$ cat src/rtl/sal_axi_a_arbiter_pkg.sv
// sal_axi_a_arbiter_pkg: shared AXI address/request types for the AR/AW arbiter
package sal_axi_a_arbiter_pkg;
  localparam int AXI_ID_WIDTH   = 4;
  localparam int AXI_ADDR_WIDTH = 32;
  localparam int AXI_LEN_WIDTH  = 8;
  localparam int SEQ_NUM_WIDTH  = 4;
  typedef logic [AXI_ID_WIDTH-1:0]   axi_id_t;
  typedef logic [AXI_ADDR_WIDTH-1:0] axi_addr_t;
  typedef logic [AXI_LEN_WIDTH-1:0]  axi_len_t;
  typedef logic [SEQ_NUM_WIDTH-1:0]  seq_num_t;
  typedef enum logic {DIR_RD = 1'b0, DIR_WR = 1'b1} dir_t;
  typedef struct packed {
    logic      wr;
    axi_id_t   id;
    axi_addr_t addr;
    axi_len_t  len;
    seq_num_t  seq;
  } req_t;
endpackage

$ cat src/rtl/sal_req_slice.sv
// sal_req_slice: one-entry valid/ready register slice with async active-low reset
module sal_req_slice #(
  parameter int W = 8
) (
  input  logic         clk,
  input  logic         rst_n,
  input  logic         i_valid,
  input  logic [W-1:0] i_data,
  input  logic         i_out_ready,
  output logic         o_valid,
  output logic [W-1:0] o_data,
  output logic         o_load_en
);
  logic         r_valid;
  logic [W-1:0] r_data;
  assign o_load_en = !r_valid | i_out_ready;
  assign o_valid   = r_valid;
  assign o_data    = r_data;
  always_ff @(posedge clk or negedge rst_n) begin
    if (!rst_n) begin
      r_valid <= 1'b0;
      r_data  <= '0;
    end else if (o_load_en) begin
      r_valid <= i_valid;
      if (i_valid) r_data <= i_data;
    end
  end
endmodule

$ cat src/rtl/sal_axi_a_arbiter.sv
// sal_axi_a_arbiter: streak-limited AR/AW arbiter feeding a registered request slot with per-direction seq numbers
module sal_axi_a_arbiter
  import sal_axi_a_arbiter_pkg::*;
#(
  parameter int MAX_STREAK = 4
) (
  input  logic      clk,
  input  logic      rst_n,
  input  logic      ar_valid,
  output logic      ar_ready,
  input  axi_id_t   ar_id,
  input  axi_addr_t ar_addr,
  input  axi_len_t  ar_len,
  input  logic      aw_valid,
  output logic      aw_ready,
  input  axi_id_t   aw_id,
  input  axi_addr_t aw_addr,
  input  axi_len_t  aw_len,
  output logic      req_valid,
  input  logic      req_ready,
  output logic      req_wr,
  output axi_id_t   req_id,
  output axi_addr_t req_addr,
  output axi_len_t  req_len,
  output seq_num_t  req_seq_num
);
  localparam int STREAK_W = $clog2(MAX_STREAK + 1);
  localparam logic [STREAK_W-1:0] STREAK_MAX = STREAK_W'(MAX_STREAK);
  logic                w_load_en, w_keep, w_grant_wr, w_grant_rd, w_take;
  dir_t                r_last_dir, w_dir;
  logic [STREAK_W-1:0] r_streak;
  seq_num_t            r_rd_seq, r_wr_seq;
  req_t                w_req_in, w_req_out;
  // With both pending, stay on last_dir until the streak limit, then yield
  assign w_keep     = r_streak < STREAK_MAX;
  assign w_grant_wr = aw_valid & (!ar_valid | ((r_last_dir == DIR_WR) == w_keep));
  assign w_grant_rd = ar_valid & !w_grant_wr;
  assign ar_ready   = w_load_en & w_grant_rd;
  assign aw_ready   = w_load_en & w_grant_wr;
  assign w_take     = ar_ready | aw_ready;
  assign w_dir      = dir_t'(w_grant_wr);
  assign w_req_in   = '{wr:   w_grant_wr,
                        id:   w_grant_wr ? aw_id   : ar_id,
                        addr: w_grant_wr ? aw_addr : ar_addr,
                        len:  w_grant_wr ? aw_len  : ar_len,
                        seq:  w_grant_wr ? r_wr_seq : r_rd_seq};
  sal_req_slice #(.W($bits(req_t))) u_slice (
    .clk         (clk),
    .rst_n       (rst_n),
    .i_valid     (w_take),
    .i_data      (w_req_in),
    .i_out_ready (req_ready),
    .o_valid     (req_valid),
    .o_data      (w_req_out),
    .o_load_en   (w_load_en)
  );
  assign req_wr      = w_req_out.wr;
  assign req_id      = w_req_out.id;
  assign req_addr    = w_req_out.addr;
  assign req_len     = w_req_out.len;
  assign req_seq_num = w_req_out.seq;
  always_ff @(posedge clk or negedge rst_n) begin
    if (!rst_n) begin
      r_last_dir <= DIR_WR;
      r_streak   <= '0;
      r_rd_seq   <= '0;
      r_wr_seq   <= '0;
    end else if (w_take) begin
      r_last_dir <= w_dir;
      r_streak   <= (w_dir != r_last_dir) ? STREAK_W'(1) :
                    (r_streak == STREAK_MAX) ? r_streak : r_streak + 1'b1;
      if (w_grant_wr) r_wr_seq <= r_wr_seq + 1'b1;
      else            r_rd_seq <= r_rd_seq + 1'b1;
    end
  end
  a_onehot_ready: assert property (@(posedge clk) disable iff (!rst_n) $onehot0({ar_ready, aw_ready}));
  a_req_stable: assert property (@(posedge clk) disable iff (!rst_n)
    req_valid && !req_ready |=> req_valid && $stable(w_req_out));
  a_streak_max: assert property (@(posedge clk) disable iff (!rst_n) r_streak <= STREAK_MAX);
endmodule

$ cat config.mk
export PLATFORM = sky130hd
export DESIGN_NAME = sal_axi_a_arbiter
export DESIGN_NICKNAME = d
export VERILOG_FILES = /design/src/rtl/sal_axi_a_arbiter_pkg.sv /design/src/rtl/sal_req_slice.sv /design/src/rtl/sal_axi_a_arbiter.sv
export SDC_FILE = /design/constraint.sdc
export NUM_CORES = 1
export LEC_CHECK = 0
export BUFFER_PORTS_ARGS = -buffer_cell sky130_fd_sc_hd__buf_2
export CAP_MARGIN = 25
export CORE_ASPECT_RATIO = 0.7
export CORE_MARGIN = 2
export CORE_UTILIZATION = 50
export CTS_CLUSTER_DIAMETER = 60
export DETAILED_ROUTE_END_ITERATION = 8
export GPL_TIMING_DRIVEN = 0
export PLACE_DENSITY_LB_ADDON = 0.15
export SLEW_MARGIN = 15
export SYNTH_ARGS = -nofsm -noshare
export SYNTH_HDL_FRONTEND = slang
export SYNTH_HIERARCHICAL = 1
export SYNTH_SLANG_ARGS = --single-unit
export TNS_END_PERCENT = 50
$ cat constraint.sdc
create_clock -name clk -period 3.1 [get_ports clk]
set_input_delay 0.31 -clock clk [delete_from_list [all_inputs] [get_ports clk]]
set_output_delay 0.31 -clock clk [all_outputs]
set_load 0.1 [all_outputs]
==> results of run 1 <==
-- per-layer routing --
metal,vias to the layer above,track usage [%],routed length [um]
met5,-,0,0
met4,0,5.936,77
met3,10,7.908,599
met2,95,34.32,3288
met1,1232,30.05,3398
li1,1334,-,-
-- sequential cells by signal (all words and copies together) (netlist names) --
name	count
r_streak	3
r_last_dir	1
u_slice/o_valid	1
r_rd_seq	4
u_slice/o_data	49
r_wr_seq	4
-- worst min path at each step --
stage,startpoint,endpoint,slack (ns),cells after the start
floorplan,rst_n,r_rd_seq[0]$_DFFE_PN0P_,0.01,0
global placement,r_rd_seq[3]$_DFFE_PN0P_,r_rd_seq[3]$_DFFE_PN0P_,0.46,1
detailed placement,rst_n,u_slice/o_data[47]$_DFFE_PN0P_,0.44,1
CTS,rst_n,u_slice/o_data[47]$_DFFE_PN0P_,0.07,1
global route,rst_n,u_slice/o_data[47]$_DFFE_PN0P_,0.09,1
finish,rst_n,u_slice/o_data[47]$_DFFE_PN0P_,0.04,1
-- kinds of logic (layout without fill, tap and decap cells) --
group | count (synthesis) | count (layout) | synth area share (%)
adders and majority gates | 4 | 4 | 1.610
DFF | 62 | 62 | 49.96
xor gates and xnor gates | 7 | 7 | 1.973
buffers and inverters | 22 | 182 | 3.543
muxes | 52 | 52 | 20.01
AOI/OAI and AO/OA | 10 | 10 | 2.255
and+or+nand+nor | 162 | 162 | 20.65
-- final cells by class --
type / instances / area, um2 / area share, %
Timing Repair Buffer: 144 / 723.2 / 17.59
Buffer: 15 / 83.83 / 2.039
Clock inverter: 4 / 47.55 / 1.156
Tap cell: 75 / 93.84 / 2.282
Inverter: 7 / 26.28 / 0.6391
Sequential cell: 62 / 1553 / 37.77
Clock buffer: 12 / 135.1 / 3.287
Multi-Input combinational cell: 235 / 1449 / 35.24
-- metrics by stage --
step | area, um2 | setup slack (ns)
3_3_place_gp | 3926 | 1.042
6_report | 4111 | 0.6779
2_1_floorplan | 3112 | 0.5497
3_5_place_dp | 3929 | 1.024
4_1_cts | 4111 | 0.6588
5_1_grt | 4111 | 0.5563
-- worst max-delay path, cell delays in order, from the launching register on --
cell and delay, ns:
dfstp_2 0.58, xor2_1 0.27, o21ai_2 0.15, inv_2 0.13
nand2_1 0.15, inv_2 0.07, buf_2 0.41
-- layout by cell type, fill, tap and decap left out, drive strengths merged, types with 2 or more instances in the layout --
cell	n
dfrtp	61
o21ai	3
ha	4
clkbuf	15
xor2	3
nand3	3
nor2	3
nand2	150
nand2b	3
a21oi	2
mux2	51
xnor2	4
clkinv	2
a22o	2
inv	7
buf	156
==> metrics.md, run 1 <==
| Metric | Value |
|---|---|
| Worst-path maximum fanout | 7 |
| GPL Wtd Cong | 0.8027 |
| Starting Density | 52.94% |
| Core area | 5871 um2 |
| Mapped Area | 3108 um2 |
| CTS hold repair buffers | 0 |
| Commonest cells post-synth | nand2_1 (149), dfrtp_1 (61), mux2_2 (39), buf_2 (10), mux2_4 (10) |
| CP Class | reg -> out |
| Worst Setup End Kind | primary output |
| First-pass GRT wire length | 12150 um |
| Worst setup SP type | flip-flop |
| Initial antenna violation count | 0 |
| Via count | 2671 |
| Clk sinks | 62 |
| Post-route DRC | 0 |
| RSZ-0062 raised after global routing | false |
| Clock-pin transition on the worst setup and hold timing paths | 0.06 ns |
| CP endpoint | aw_ready |
| R2r endpoint | u_slice/o_data[40]$_DFFE_PN0P_ |
| Final worst-path cycle share | 78.13% |
| Final antenna-violating net count | 0 |
| Nets | 571 |
| Largest net degree at the start of global routing | 63 |
| IO Count | 145 |
| Inst Count DP | 538 |
| DPL Wire Length | 5494 um |
| Min Tclk post-route | 2.422 ns |
| DR vias/cell | 4.821 |
| Layout area overhead | 32.29% |
| Slew of the pin with the lowest slew margin | 0.7723 ns |
| Status | finished clean |
| Count of flip-flops with a built-in enable after synthesis | 0 |
| N_diodes | 0 |
| Input/output buffers | 144 |
| H-Tree Depth | 3 |
| Filler cells | 483 |
| Vias in the first global route | 2536 |
| Clock skew | 0.005636 ns |
| Final count of hold timing violations | 0 |
| Wire per inst | 13.29 um |
| Die X-Extent | 98.24 um |
| Max Clock Freq | 0.4129 GHz |
| CTS max path bufs | 2 |
| Reg2Reg Setup Slack | 1.13 ns |
| Mean post-synth cell area | 9.743 um2 |
| Share of flip-flops with an asynchronous set or reset | 100.0% |
| Worst r2r path cells | 7 |
| Slew headroom | 48.51% |
| Net count after synthesis | 416 |
| Drt total wl | 7363 um |
| Share of layout cells above drive strength 1 | 47.18% |
| Post-synth top area cell | dfrtp_1 |
| Sequential element share of the synthesized area | 49.96% |
| Yosys top cell area share | 49.11% |
| Setup_tns | 0 ns |
| Synth warnings | 6 |
| TritonCTS buffer count | 9 |
| Cell Count, Final, Fillers Out | 554 |
| Synthesized instance count | 319 |
| CTS resizes | 0 |
| # rows | 23 |
| Critical Path Source | r_last_dir$_DFFE_PN1P_ |
| Top cells by area, synth | dfrtp_1 (49%), nand2_1 (18%), mux2_2 (14%) |
| Setup violations, final | 0 |
| Post-CTS setup buffer count | 0 |
| Max-slew violations | 0 |
| #FFs+latches synth | 62 |
| WP data required | 2.79 ns |
| Global route total overflow | 0 |
| CP Data Arrival Time | 2.11 ns |
| Most frequent cell after synthesis | nand2_1 |
| GRT Resource Usage Total | 22.24% |
| Most common flop cell mapped by yosys | dfrtp_1 |
| 1st-iter DRT viols | 65 |
| Root buffer cell | clkbuf_8 |
| Worst hold path class | in -> async |
| Max-cap violations | 0 |
| 1st-pass router iterations | 4 |
| Post-synthesis cell type count | 30 |
| Hold_ws | 0.03820 ns |
| Die height | 69.97 um |
| CTS tree | yes |
| Finished Core Util | 70.03% |
| Overall die area | 6873 um2 |
| R2r startpoint | r_last_dir$_DFFE_PN1P_ |
| Later-pin clock latency in the skew report | 0.34 ns |
Power of run 1 is not shown: default switching activity piles up to over one toggle a cycle in this logic, so the estimate is an artifact.
==> run 2, diff against run 1 <==
--- a/config.mk
+++ b/config.mk
@@ -9,7 +9,7 @@
 export CAP_MARGIN = 25
 export CORE_ASPECT_RATIO = 0.7
 export CORE_MARGIN = 2
-export CORE_UTILIZATION = 50
+export CORE_UTILIZATION = 42
 export CTS_CLUSTER_DIAMETER = 60
 export DETAILED_ROUTE_END_ITERATION = 8
 export GPL_TIMING_DRIVEN = 0
==> constraint.sdc (replaced) <==
create_clock -name clk -period 2.2 [get_ports clk]
set_input_delay 0.22 -clock clk [delete_from_list [all_inputs] [get_ports clk]]
set_output_delay 0.22 -clock clk [all_outputs]
set_load 0.1 [all_outputs]
==> metrics.md, run 2 (same netlist as run 1, synthesis figures left out) <==
| Metric | Value |
|---|---|
| Status | finished clean |
| Pre-CTS setup slack | 0.1450 ns (-0.8790 ns) |
| Most common cell after layout, fill and taps aside | buf_2 |
| Via count | 2649 (-0.82%) |
| GRT Resource Usage Total | 19.13% (-3.1 points) |
| CTS max path bufs | 2 (unchanged) |
| Clock skew | 0.006334 ns (+0.0006973 ns) |
| H-Tree Depth | 3 (unchanged) |
| First-pass GRT wire length | 12120 um (-0.28%) |
| Max-cap violations | 0 (unchanged) |
| Wire per inst | 12.56 um (-5.5%) |
| Final antenna-violating net count | 0 (unchanged) |
| Slew of the pin with the lowest slew margin | 0.5030 ns (-0.2693 ns) |
| Vias in the first global route | 2591 (+2.2%) |
| Hold-critical path depth | 4 |
| Static Leak | 2.336 nW |
| Worst r2r path cells | 7 (unchanged) |
| N_diodes | 0 (unchanged) |
| CP Class | reg -> out |
| Starting Density | 43.04% (-9.9 points) |
| Core area | 7222 um2 (+23%) |
| DPL Wire Length | 5413 um (-1.5%) |
| Drt total wl | 7246 um (-1.6%) |
| CP Cell Sequence | xor2_4 > o21ai_2 > inv_2 > nand2_1 > inv_2 > buf_6 |
| Final worst-path cycle share | 94.96% |
| Max Clock Freq | 0.4787 GHz |
| CP max-delay cell | dfstp_2 |
| Clock-pin transition on the worst setup and hold timing paths | 0.06 ns (about the same) |
| Final count of hold timing violations | 0 (unchanged) |
| Commonest cells after routing, fill and taps aside | buf_2 (152), nand2_1 (149), dfrtp_1 (60) |
| IO Count | 145 (unchanged) |
| Min Tclk post-route | 2.089 ns |
| Critical path's largest stage delay | 0.62 ns (+0.04 ns) |
| DR vias/cell | 4.591 (-4.8%) |
| TritonCTS buffer count | 9 (unchanged) |
| PwrDens | 1696 nW/um2 |
| Post-CTS setup buffer count | 0 (unchanged) |
| 1st-pass router iterations | 4 (unchanged) |
| Peak supply drop | 914.6 uV |
| CP Depth | 6 (unchanged) |
| RSZ-0062 raised after global routing | false |
| # rows | 26 (+13%) |
| R2r startpoint | r_last_dir$_DFFE_PN1P_ |
| Max-slew violations | 0 (unchanged) |
| Layout area overhead | 35.23% |
| Post-route DRC | 0 (unchanged) |
| Filler cells | 701 (+45%) |
| Worst hold path class | in -> reg |
| Slew headroom | 66.70% (+18 points) |
| Clk sinks | 62 (unchanged) |
| R2r endpoint | u_slice/o_data[34]$_DFFE_PN0P_ |
| WP data required | 1.98 ns (-0.81 ns) |
| CP Data Arrival Time | 1.87 ns (-0.24 ns) |
| Hold path start | aw_id[2] |
| Largest net degree at the start of global routing | 61 (-3.2%) |
| CP delay by family, top | flip-flops |
| 1st-iter DRT viols | 92 (+42%) |
| CTS tree | yes |
| Inst Count DP | 562 (+4.5%) |
| Global route total overflow | 0 (unchanged) |
| Later-pin clock latency in the skew report | 0.34 ns (about the same) |
| Nets | 573 (+0.35%) |
| Root buffer cell | clkbuf_8 |
| Most frequent CP cell | inv_2 |
| Worst Hold End | u_slice/o_data[46]$_DFFE_PN0P_ |
| Worst Setup End Kind | primary output |
| Die X-Extent | 106.8 um (+8.7%) |
| Input/output buffers | 144 (unchanged) |
| Overall die area | 8115 um2 (+18%) |
| Worst setup SP type | flip-flop |
| Largest register FFs | 49 (unchanged) |
| Setup violations, final | 0 (unchanged) |
| Post-route setup slack | 0.1109 ns (-0.5670 ns) |
| GPL Wtd Cong | 0.7329 (-8.7%) |
| Initial antenna violation count | 0 (unchanged) |
| Cell Count, Final, Fillers Out | 577 (+4.2%) |
| Die height | 75.97 um (+8.6%) |
| Setup_tns | 0 ns (unchanged) |
| WP buf/inv | 3 (unchanged) |
| Worst-path maximum fanout | 7 (unchanged) |
| Share of layout cells above drive strength 1 | 47.81% (+0.63 points) |
| Reg2Reg Setup Slack | 0.29 ns (-0.84 ns) |
-- run 2: worst max-delay path by stage --
stage / start / to / slack [ns]
after global placement: r_last_dir$_DFFE_PN1P_ / aw_ready / 0.15
after detailed placement: r_last_dir$_DFFE_PN1P_ / aw_ready / 0.15
after global routing: r_last_dir$_DFFE_PN1P_ / aw_ready / 0.004
after CTS: r_last_dir$_DFFE_PN1P_ / aw_ready / 0.04
after floorplan: u_slice/o_valid$_DFFE_PN0P_ / r_rd_seq[1]$_DFFE_PN0P_ / 0.19
final: r_last_dir$_DFFE_PN1P_ / aw_ready / 0.11
-- run 2: metal layers --
layer	global-route usage, %	vias to the layer above	share of wire [%]
met5	0	-	0
met4	5.065	0	1.2
met3	7.357	7	8.0
met2	28.85	102	45
met1	25.96	1195	46
li1	-	1345	-
-- run 2: cell type report --
class	instances	area [um2]	share of cell area, %
inverters	7	26.28	0.6252
clock buffers	13	168.9	4.019
plain buffers	15	83.83	1.995
multi-input cells	235	1475	35.10
flip-flops and latches	62	1554	36.98
well taps	98	122.6	2.918
repair buffers	146	767.0	18.25
clock inverters	1	5.005	0.1191
-- run 2: through the flow --
stage / total power (W) / util [%] / cell area [um2] / hold WS (ns)
floorplan: 0.005465 / - / 3120 / -0.07559
global placement: 0.006178 / 54.89 / 3964 / 0.4549
detailed placement: 0.006241 / 55.30 / 3994 / 0.02498
CTS: 0.007178 / 58.04 / 4192 / 0.1777
global route: 0.007501 / 58.19 / 4203 / 0.1885
finish: 0.007130 / 58.19 / 4203 / 0.1979
-- run 2: where the power goes --
part | switching (W) | internal [W]
Clock | 0.000404 | 0.000487
Sequential | 0.000297 | 0.00160
Combinational | 0.00341 | 0.000927
-- run 2: worst min-delay path: stages --
cell     delay, ns
buf_2         0.08
nand2_1       0.04
nand2_1       0.04
mux2_2        0.13
-- run 2: repair_timing --
| action | in CTS | in global routing |
|---|---|---|
| gates resized for setup | 3 | 1 |
| endpoints found under the hold margin | 61 | 0 |
| setup endpoints to repair | 1 | 1 |
| hold buffers | 1 | 0 |
Power figures use the tool's default switching activity.
